<file path="src/rtl/ts_packet_arbiter.sv">
// Two-source MPEG-TS packet arbiter with null-packet insertion.
// Owns the output byte stream packet-by-packet; fills idle slots with null packets.
module ts_packet_arbiter #(
  parameter int          PKT_LEN  = 188,
  parameter logic [12:0] NULL_PID = 13'h1FFF
) (
  input  logic        i_clk_in,
  input  logic        i_rst,
  input  logic        i_slot,
  input  logic [7:0]  i_a_data,
  input  logic        i_a_valid,
  input  logic        i_a_psync,
  output logic        o_a_ready,
  input  logic [7:0]  i_b_data,
  input  logic        i_b_valid,
  input  logic        i_b_psync,
  output logic        o_b_ready,
  output logic [7:0]  o_data,
  output logic        o_dvalid,
  output logic        o_psync,
  output logic [1:0]  o_grant,
  output logic        o_err,
  output logic [15:0] o_null_cnt
);

  // state | meaning
  // ARB   | waiting for a packet start from A or B, else start a null packet
  // XFER_A| forwarding a packet from source A
  // XFER_B| forwarding a packet from source B
  // NULL  | emitting an inserted null packet
  localparam logic [1:0] S_ARB    = 2'b00;
  localparam logic [1:0] S_XFER_A = 2'b01;
  localparam logic [1:0] S_XFER_B = 2'b10;
  localparam logic [1:0] S_NULL   = 2'b11;

  localparam logic [7:0] LAST_BYTE = 8'(PKT_LEN - 1);

  logic [1:0]  r_state;
  logic [7:0]  r_bcnt;
  logic        r_last_b;
  logic [7:0]  r_data;
  logic        r_dvalid;
  logic        r_psync;
  logic        r_err;
  logic [15:0] r_null_cnt;

  logic        w_req_a;
  logic        w_req_b;
  logic        w_pick_a;
  logic        w_pick_b;
  logic        w_flush_a;
  logic        w_flush_b;
  logic        w_emit;
  logic [7:0]  w_emit_data;
  logic        w_emit_psync;
  logic        w_err;
  logic        w_null_start;
  logic [1:0]  w_next_state;
  logic [7:0]  w_next_bcnt;
  logic [7:0]  w_null_byte;
  logic        w_last;

  assign w_req_a  = i_a_valid & i_a_psync;
  assign w_req_b  = i_b_valid & i_b_psync;
  // on a tie the source not granted last wins
  assign w_pick_b = w_req_b & (~w_req_a | ~r_last_b);
  assign w_pick_a = w_req_a & ~w_pick_b;
  // with nobody requesting, mid-packet garbage is drained one byte per slot
  assign w_flush_a = ~w_req_a & ~w_req_b & i_a_valid;
  assign w_flush_b = ~w_req_a & ~w_req_b & i_b_valid & ~i_a_valid;
  assign w_last    = (r_bcnt == LAST_BYTE);

  always_comb begin
    unique case (r_bcnt)
      8'd1:    w_null_byte = {3'b000, NULL_PID[12:8]};
      8'd2:    w_null_byte = NULL_PID[7:0];
      8'd3:    w_null_byte = 8'h10;
      default: w_null_byte = 8'hFF;
    endcase
  end

  always_comb begin
    o_a_ready    = 1'b0;
    o_b_ready    = 1'b0;
    w_emit       = 1'b0;
    w_emit_data  = 8'h00;
    w_emit_psync = 1'b0;
    w_err        = 1'b0;
    w_null_start = 1'b0;
    w_next_state = r_state;
    w_next_bcnt  = r_bcnt;
    if (i_slot) begin
      case (r_state)
        S_ARB: begin
          w_emit       = 1'b1;
          w_emit_psync = 1'b1;
          w_next_bcnt  = 8'd1;
          if (w_pick_a) begin
            o_a_ready    = 1'b1;
            w_emit_data  = i_a_data;
            w_next_state = S_XFER_A;
          end else if (w_pick_b) begin
            o_b_ready    = 1'b1;
            w_emit_data  = i_b_data;
            w_next_state = S_XFER_B;
          end else begin
            o_a_ready    = w_flush_a;
            o_b_ready    = w_flush_b;
            w_emit_data  = 8'h47;
            w_null_start = 1'b1;
            w_next_state = S_NULL;
          end
        end
        S_XFER_A: begin
          o_a_ready = 1'b1;
          if (i_a_valid) begin
            w_emit      = 1'b1;
            w_emit_data = i_a_data;
            w_err       = i_a_psync;
          end
        end
        S_XFER_B: begin
          o_b_ready = 1'b1;
          if (i_b_valid) begin
            w_emit      = 1'b1;
            w_emit_data = i_b_data;
            w_err       = i_b_psync;
          end
        end
        default: begin
          w_emit      = 1'b1;
          w_emit_data = w_null_byte;
        end
      endcase
      if (r_state != S_ARB && w_emit) begin
        if (w_last) begin
          w_next_state = S_ARB;
          w_next_bcnt  = 8'd0;
        end else begin
          w_next_bcnt  = r_bcnt + 8'd1;
        end
      end
    end
  end

  always_ff @(posedge i_clk_in) begin
    if (i_rst) begin
      r_state    <= S_ARB;
      r_bcnt     <= 8'd0;
      r_last_b   <= 1'b1;
      r_data     <= 8'h00;
      r_dvalid   <= 1'b0;
      r_psync    <= 1'b0;
      r_err      <= 1'b0;
      r_null_cnt <= 16'd0;
    end else begin
      r_state  <= w_next_state;
      r_bcnt   <= w_next_bcnt;
      r_dvalid <= w_emit;
      r_psync  <= w_emit_psync;
      r_err    <= w_err;
      if (w_emit)
        r_data <= w_emit_data;
      if (w_null_start)
        r_null_cnt <= r_null_cnt + 16'd1;
      if (i_slot && r_state == S_ARB && (w_pick_a || w_pick_b))
        r_last_b <= w_pick_b;
    end
  end

  assign o_data     = r_data;
  assign o_dvalid   = r_dvalid;
  assign o_psync    = r_psync;
  assign o_grant    = r_state;
  assign o_err      = r_err;
  assign o_null_cnt = r_null_cnt;

endmodule

</file>
<file path="config.mk">
export PLATFORM = sky130hd
export DESIGN_NAME = ts_packet_arbiter
export DESIGN_NICKNAME = d
export VERILOG_FILES = /design/src/rtl/ts_packet_arbiter.sv
export SDC_FILE = /design/constraint.sdc
export NUM_CORES = 1
export LEC_CHECK = 0
export ABC_AREA = 1
export ABC_CLOCK_PERIOD_IN_PS = 2220
export CAP_MARGIN = 30
export CORE_MARGIN = 1.5
export CORE_UTILIZATION = 49
export CTS_CLUSTER_SIZE = 30
export DETAILED_ROUTE_END_ITERATION = 10
export PLACE_DENSITY = 0.79
export SYNTH_ARGS = -nofsm -noshare
export SYNTH_HDL_FRONTEND = slang
export SYNTH_SLANG_ARGS = --single-unit
export TNS_END_PERCENT = 10
</file>
<file path="constraint.sdc">
create_clock -name i_clk_in -period 2.22 [get_ports i_clk_in]
set_clock_uncertainty 0.15 [all_clocks]
set_input_delay 0.444 -clock i_clk_in [delete_from_list [all_inputs] [get_ports i_clk_in]]
set_output_delay 0.444 -clock i_clk_in [all_outputs]
set_load 0.1 [all_outputs]
</file>
* Word-level counts from Yosys, hierarchy flattened
Cells that the tools add are included.
Operators by class: add/sub/neg operators 2, equality and inequality tests 5, mux-type cells 36, bitwise gates (word level) 15, reduce and logical (&&, ||, !) cells 9
Operators by type and width (number):
- two-way mux 8 bit | 8
- one-hot mux 8 bit (3 select lines) | 1
- two-way mux 1 bit | 18
- adder 16 x 1 -> 16 bit, second input constant | 1
- one-hot mux 8 bit (2 select lines) | 1
- adder 8 x 1 -> 8 bit, second input constant | 1
- bitwise AND 1 bit | 8
- equality test 8 x 1 -> 1 bit, second input constant | 1
- equality test 8 x 2 -> 1 bit, second input constant | 1
- equality test 8 bit, second input constant | 1
- two-way mux 2 bit | 4
- one-hot mux 1 bit (2 select lines) | 4
- NOT 1 bit | 6
- nonzero test 2 bit | 2
- logical AND 1 bit | 3
- equality test 2 x 1 -> 1 bit, second input constant | 1
- equality test 2 bit, second input constant | 1
- zero test 2 bit | 1
- AND reduction 2 bit | 1
- OR reduction 2 bit | 1
- logical OR 1 bit | 1
- bitwise OR 1 bit | 1
Storage, ports and cells: register bits after elaboration 38, input port bits 23, output and inout bits 31, logic and storage cells 75

* Depth between registers and ports, before layout
Gate-level depths: netlist of run 1.
depth in word-level cells 10, depth in mapped cells 11, depth with buffers taken out 10

* Least setup slack after synthesis of run 1
Ideal clock, no wire load.
kind reg2out, start point register r_state[1], in the netlist o_grant[1], end point output o_a_ready, data arrival time 2.921 ns, data required time 1.626 ns, path slack -1.295 ns, stages on the path, launching flop included 6, buffers on the path 1, cells stage by stage dfxtp_1 -> inv_1 -> ha_1 -> buf_6 -> nand3_1 -> a31oi_1
On the way: word-level cells in the longest chain between the ends 3, elaborated cells between the ends (all ways) 4, those cells by class 1 x eq/ne; 2 x mux; 1 x reduce/logical
Ends and longest elaborated chain:
- start: declaration | line 38 | logic [1:0] r_state;
- start signal: assignment | line 157 | r_state <= w_next_state;
- equality test 2 x 1 -> 1 bit or zero test 2 bit (tied branches) | line 93 | case (r_state)
- one-hot mux 1 bit (2 select lines) (*) | line 93
- two-way mux 1 bit (*) | line 92 | if (i_slot) begin
- end: declaration | line 13 | output logic o_a_ready,
Every way passes the cells marked *; elsewhere a longest branch is shown, timed or not.

* Worst setup path after layout of run 1
start point input i_slot, end point output o_a_ready
On the way: word-level cells in the longest chain between the ends 1
Ends and longest elaborated chain:
- start: declaration | line 9 | input logic i_slot,
- two-way mux 1 bit | line 92
Every way passes these cells.

==> results of run 1 <==
==> what timing repair did <==
| action | in CTS | in global routing |
|---|---|---|
| buffers inserted | 0 | 2 |
| setup endpoints to repair | 2 | 2 |
| pin swaps | 2 | 2 |
| resized for setup | 7 | 5 |
==> worst max-delay path, delay by kind of cell <==
kind / cells / cell delay, ns
AO/OA/AOI/OAI: 1 / 0.20
buffers and inverters: 3 / 0.94
==> sequential cells by signal, indices dropped and copies added, names as in the netlist <==
register,flops
o_null_cnt,16
o_data,8
r_bcnt,8
o_grant,2
o_dvalid,1
o_err,1
o_psync,1
r_last_b,1
==> per-layer routing <==
metal  share of wire, %  GRT usage (%)  up-vias
li1                   -              -     1199
met1                 46          29.13      993
met2                 46          41.06       63
met3                6.4          5.483        6
met4                1.1          5.983        0
met5                  0              0        -
==> stage by stage <==
step	area, um^2	hold WS, ns	TNS (ns)
6_report	2979	0.3223	0
5_1_grt	2979	0.3556	-0.01763
4_1_cts	2949	0.3215	0
3_5_place_dp	2834	0.3096	-0.1112
3_3_place_gp	2834	0.3024	-0.02949
2_1_floorplan	2225	0.2900	0
==> layout by cell type (no fill, tap or decap), types with 2 or more instances in the layout <==
master	instances
sky130_fd_sc_hd__nand2_1	72
sky130_fd_sc_hd__inv_1	44
sky130_fd_sc_hd__buf_4	44
sky130_fd_sc_hd__nor2_1	42
sky130_fd_sc_hd__dfxtp_1	36
sky130_fd_sc_hd__a21oi_1	31
sky130_fd_sc_hd__o21ai_0	27
sky130_fd_sc_hd__clkdlybuf4s50_1	18
sky130_fd_sc_hd__nand3_1	14
sky130_fd_sc_hd__nor3_1	7
sky130_fd_sc_hd__nand2_2	6
sky130_fd_sc_hd__ha_1	6
sky130_fd_sc_hd__clkbuf_8	6
sky130_fd_sc_hd__nand3_2	5
sky130_fd_sc_hd__a211oi_1	4
sky130_fd_sc_hd__o21ai_1	4
sky130_fd_sc_hd__dlygate4sd2_1	4
sky130_fd_sc_hd__nand2_4	3
sky130_fd_sc_hd__nor2_4	3
sky130_fd_sc_hd__inv_2	2
sky130_fd_sc_hd__nor2_2	2
sky130_fd_sc_hd__dfxtp_4	2
sky130_fd_sc_hd__buf_12	2
==> kinds of logic (layout without fill, tap and decap cells) <==
group | count (synthesis) | count (layout)
simple gates | 158 | 158
compound gates | 71 | 71
buf+inv | 53 | 123
flops | 38 | 38
fa+ha+maj | 7 | 7
xor+xnor | 2 | 2
==> cells in the mapped netlist (all sizes together) <==
library cell	instances	area share, %
inv	46	7.9
ha	7	4.0
nand2	81	15
o22ai	1	0.29
nor2	48	10
nand4	2	0.86
xor2	1	0.40
o21ai	31	7.1
dfxtp	38	35
xnor2	1	0.40
clkbuf	2	0.34
clkinv	1	0.23
a31oi	2	0.57
nor3	7	1.6
a21oi	33	7.5
a211oi	4	1.4
nand3	20	5.6
buf	4	1.4
==> final timing paths <==
| path | from | to | depth (start not counted) |
|---|---|---|---|
| worst max register to register | o_grant[0] | r_bcnt[7] | 9 |
| worst min-delay path | o_data[6] | o_data[6] | 2 |
| worst max-delay path | i_slot | o_a_ready | 4 |
| worst min register to register | o_data[6] | o_data[6] | 2 |
==> area by class of cell <==
| cell class | count | share of cell area, % |
|---|---|---|
| Timing Repair Buffer | 69 | 20.03 |
| Tap cell | 52 | 2.184 |
| Inverter | 47 | 5.964 |
| Sequential cell | 38 | 25.79 |
| Multi-Input combinational cell | 238 | 42.42 |
| Clock buffer | 7 | 3.612 |
==> power by group <==
part | internal, mW | switching, mW | leakage, nW | total (mW)
registers | 0.717 | 0.0262 | 0.310 | 0.743
clock network | 0.314 | 0.234 | 0.0555 | 0.548
logic | 0.206 | 0.439 | 0.942 | 0.645
==> flow_summary.ini, run 1 <==
[outcome]
outcome = finished, final reports clean

[logic_synthesis]
synthesis.area_per_instance_um2 = 6.659
synthesis.yosys.warnings = 0
syn_inst = 329
netlist-cell-type-count = 30
number_of_synthesized_register_bits = 38
syn-num-nets = 359
area_fraction_in_compound_gates_after_synthesis_pct = 16.85
synth.mux.area_fraction_pct = 0
synth_top_family_by_area = simple AND/OR/NAND/NOR gates
ys_seq_area_share_pct = 34.72
synthAdderAreaFrac_pct = 3.998
post_synth_and_or_nand_nor_area_fraction_pct = 33.75
yosys.area_share.xor_xnor_pct = 0.7995
netlist_area_um2 = 2191

[clocking]
htree_num_levels = 2
hold_buffers = 0
clock_path_buffers = 2
clkTransAtPathRegs_ns = 0.07
clock_tree.root_cell = sky130_fd_sc_hd__clkbuf_8
numClockSinks = 38
clkLatencyLatePin_ns = 0.29
cts-buffers-inserted = 5
cts_tree = yes

[sta]
post-route-period-util_pct = 98.22
achievable-frequency_mhz = 458.6
final-setup-viol-count = 0
maxSlewHeadroom_pct = 75.28
setup_ws_ns = 0.03943
final-max-slew-violation-count = 0
final_hold_viol_count = 0
layout_min_cycle_time_ns = 2.181
tightestPinTransition_ns = 0.3707

[grt]
grt_antenna_before_repair = 0
grt_usage_pct = 23.50
grt_start_max_net_pins = 18
grt_first_pass_wirelength_um = 9390
number_of_global_route_vias_before_repair = 2209
overflow = 0

[worst_setup_path]
delay_of_the_slowest_critical_path_stage_ns = 0.58
r2r_setup_slack_ns = 0.33
crit_path_cell_trace = clkdlybuf4s50_1, inv_1, a31oi_4, buf_12
cp_data_required_time_ns = 1.63
worst_setup_path_start_kind = primary input
worst_path_max_delay_cell = sky130_fd_sc_hd__clkdlybuf4s50_1
cp_data_arrival_time_ns = 1.59
worstSetupPathType = primary input to output port
timing.critical_path.to_type = output port
cp_max_fo = 3

[cells_and_area]
syn_to_final_growth_pct = 35.98
multi_input_comb_area_um2 = 1264
stdcell_count = 451
layout.filler_cells = 379
n_antenna_cell = 0
fraction_of_final_layout_cells_sized_beyond_drive_strength_1_pct = 21.30
post-route-util_pct = 68.89
seq_area_um2 = 768.2
design.final.nets = 429

[min_path]
tightest_hold_check_type = flop to flop

[route]
dr.first_iter.drc_count = 117
wl_per_cell_um = 12.04
num_vias = 2261
wirelength_um = 5430
drt_drc_violations_left = 0
drt_first_pass_iters = 4
via_per_inst = 5.013
ant_nets = 0

[power_and_ir_drop]
p_leak_nw = 1.308
p_total_mw = 1.936
p_per_area_nw_per_um2 = 649.8
ir_worst_vdd_v = 0.0003199

[floorplan]
floorplan.core_area_um2 = 4324
top_level_ports = 54
initial_core_util_pct = 50.67
die_w_um = 69.87
full_die_area_um2 = 4881
dieHeight_um = 69.87
core.rowCount = 24

[placed_design]
buffer_ports.inserted = 53
place.detailed.instances = 442
final_replace_weighted_congestion = 0.9903
place_ws_ns = -0.05755
half_perimeter_wire_length_of_the_detailed_placement_result_um = 4044

[run]
max_cap_viol_count = 0
No activity file was read; power rests on OpenSTA's default activity.
==> inputs of run 2 (changes only) <==
==> constraint.sdc (replaced) <==
create_clock -name i_clk_in -period 2.22 [get_ports i_clk_in]
set_clock_uncertainty 0.15 [all_clocks]
set_input_delay 0.222 -clock i_clk_in [delete_from_list [all_inputs] [get_ports i_clk_in]]
set_output_delay 0.222 -clock i_clk_in [all_outputs]
set_load 0.1 [all_outputs]
==> flow_summary.ini, run 2 (same netlist as run 1, synthesis figures left out) <==
[grt]
gr-usage-met3_pct = 5.483
grt_start_max_net_pins = 18
grt_most_used_layer = met2
overflow = 0
gr-usage-met2_pct = 35.66
grt.met1_usage_pct = 29.37
grt_antenna_before_repair = 0
grt_first_pass_wirelength_um = 8845
number_of_global_route_vias_before_repair = 1979
grt_usage_pct = 22.19

[sta]
tightestPinTransition_ns = 0.3611
achievable-frequency_mhz = 478.5
final-max-slew-violation-count = 0
layout_min_cycle_time_ns = 2.090
final-setup-viol-count = 0
maxSlewHeadroom_pct = 75.93
setup_repair_after_global_routing_missed_its_margin = no
worst_hold_slack_ns = 0.3153
final_hold_viol_count = 0
post-route-period-util_pct = 94.14
setup_total_negative_slack_ns = 0

[min_path]
timing.hold.worst_path_depth = 2
hold_path.startpoint = o_data[7]
hold-path-endpoint = o_data[7]
tightest_hold_check_type = flop to flop

[cells_and_area]
fraction_of_final_layout_cells_sized_beyond_drive_strength_1_pct = 17.01
largest_register_ff_count = 16
syn_to_final_growth_pct = 29.64
layout.cells.most_common = sky130_fd_sc_hd__nand2_1
design.final.nets = 417
n_antenna_cell = 0
top_library_cells_by_usage_in_the_layout_fill_and_taps_aside = 73 x sky130_fd_sc_hd__nand2_1, 45 x sky130_fd_sc_hd__inv_1, 42 x sky130_fd_sc_hd__nor2_1

[run]
max_cap_viol_count = 0

[route]
via_per_inst = 5.125
drt_drc_violations_left = 0
ant_nets = 0
wirelength_um = 5288
dr.first_iter.drc_count = 149
num_vias = 2255
wl_per_cell_um = 12.02
drt_first_pass_iters = 4

[floorplan]
top_level_ports = 54
full_die_area_um2 = 4881
core.rowCount = 24
initial_core_util_pct = 50.67
dieHeight_um = 69.87
floorplan.core_area_um2 = 4324
die_w_um = 69.87

[clocking]
clock_path_buffers = 2
numClockSinks = 38
clkTransAtPathRegs_ns = 0.07
htree_num_levels = 2
post_cts_buffers = 0
cts_repair_resize_count = 0
cts_tree = yes
clock_tree.root_cell = sky130_fd_sc_hd__clkbuf_8
clkLatencyLatePin_ns = 0.29
hold_buffers = 0
cts-buffers-inserted = 5

[power_and_ir_drop]
p_leak_nw = 1.232
ir_worst_vdd_v = 0.0004124
p_per_area_nw_per_um2 = 638.6

[placed_design]
buffer_ports.inserted = 53
final_replace_weighted_congestion = 0.9004
half_perimeter_wire_length_of_the_detailed_placement_result_um = 4124

[worst_setup_path]
worstSetupPathType = flop to output port
r2r_setup_slack_ns = 0.39
reg2reg_to = r_bcnt[2]
rr_worst_depth = 9
worst_setup_path_start_kind = flop
cp_data_required_time_ns = 1.85
cp_data_arrival_time_ns = 1.72
cp_max_fo = 8
timing.critical_path.to_type = output port
regToRegStartpoint = o_grant[0]

[outcome]
outcome = finished, final reports clean
-- run 2: cell types whose count changed in the layout (fill, tap and decap cells not counted), moves of 2 or more --
cell                              delta
sky130_fd_sc_hd__buf_4              -11
sky130_fd_sc_hd__clkdlybuf4s50_1     +4
sky130_fd_sc_hd__dlygate4sd2_1       -4
sky130_fd_sc_hd__nand3_1             +3
sky130_fd_sc_hd__nand3_2             -3
sky130_fd_sc_hd__dfxtp_2             +2
sky130_fd_sc_hd__dfxtp_4             -2
-- run 2: critical path: stages (launching register included) --
cell and delay [ns]:
sky130_fd_sc_hd__dfxtp_2 0.34, sky130_fd_sc_hd__inv_1 0.10, sky130_fd_sc_hd__ha_1 0.24, sky130_fd_sc_hd__buf_4 0.18, sky130_fd_sc_hd__nand3_1 0.17, sky130_fd_sc_hd__a21oi_4 0.21, sky130_fd_sc_hd__buf_12 0.19
-- run 2: area by class of cell --
| type | instances | area [um^2] |
|---|---|---|
| inverters | 47 | 177.7 |
| repair buffers | 57 | 508.0 |
| multi-input cells | 238 | 1240 |
| clock inverters | 2 | 13.76 |
| flip-flops and latches | 38 | 763.2 |
| well taps | 52 | 65.06 |
| clock buffers | 6 | 72.57 |
| fillers | 419 | 1484 |
-- run 2: how the worst max path moves through the flow --
stage	to	cells past startpoint	slack, ns	start
after global routing	o_b_ready	6	0.02	o_grant[0]
after CTS	o_b_ready	6	0.11	o_grant[1]
final	o_b_ready	6	0.13	o_grant[1]
after floorplan	o_null_cnt[12]	8	0.14	o_null_cnt[1]
after detailed placement	o_a_ready	6	0.27	i_a_valid
after global placement	o_a_ready	7	0.32	i_a_valid
-- run 2: through the flow --
stage | cell area (um^2) | util [%] | cells | setup slack (ns) | total power, mW
finish | 2840 | 65.68 | 440 | 0.1301 | 1.814
global route | 2840 | 65.68 | 440 | 0.01695 | 1.899
CTS | 2840 | 65.68 | 440 | 0.1138 | 1.831
detailed placement | 2754 | 63.69 | 432 | 0.2722 | 1.363
global placement | 2754 | 63.69 | 432 | 0.3190 | 1.358
floorplan | 2220 | - | 329 | 0.1420 | 1.205
-- run 2: power breakdown --
| group | internal (mW) | switching (mW) |
|---|---|---|
| clock network | 0.221 | 0.246 |
| logic | 0.179 | 0.425 |
| registers | 0.717 | 0.0260 |
| total | 1.12 | 0.697 |
-- run 2: layer usage --
layer	share of wire, %	wire [um]
met1	47	2463
met4	1.3	70
met2	45	2389
met5	0	0
met3	6.9	365
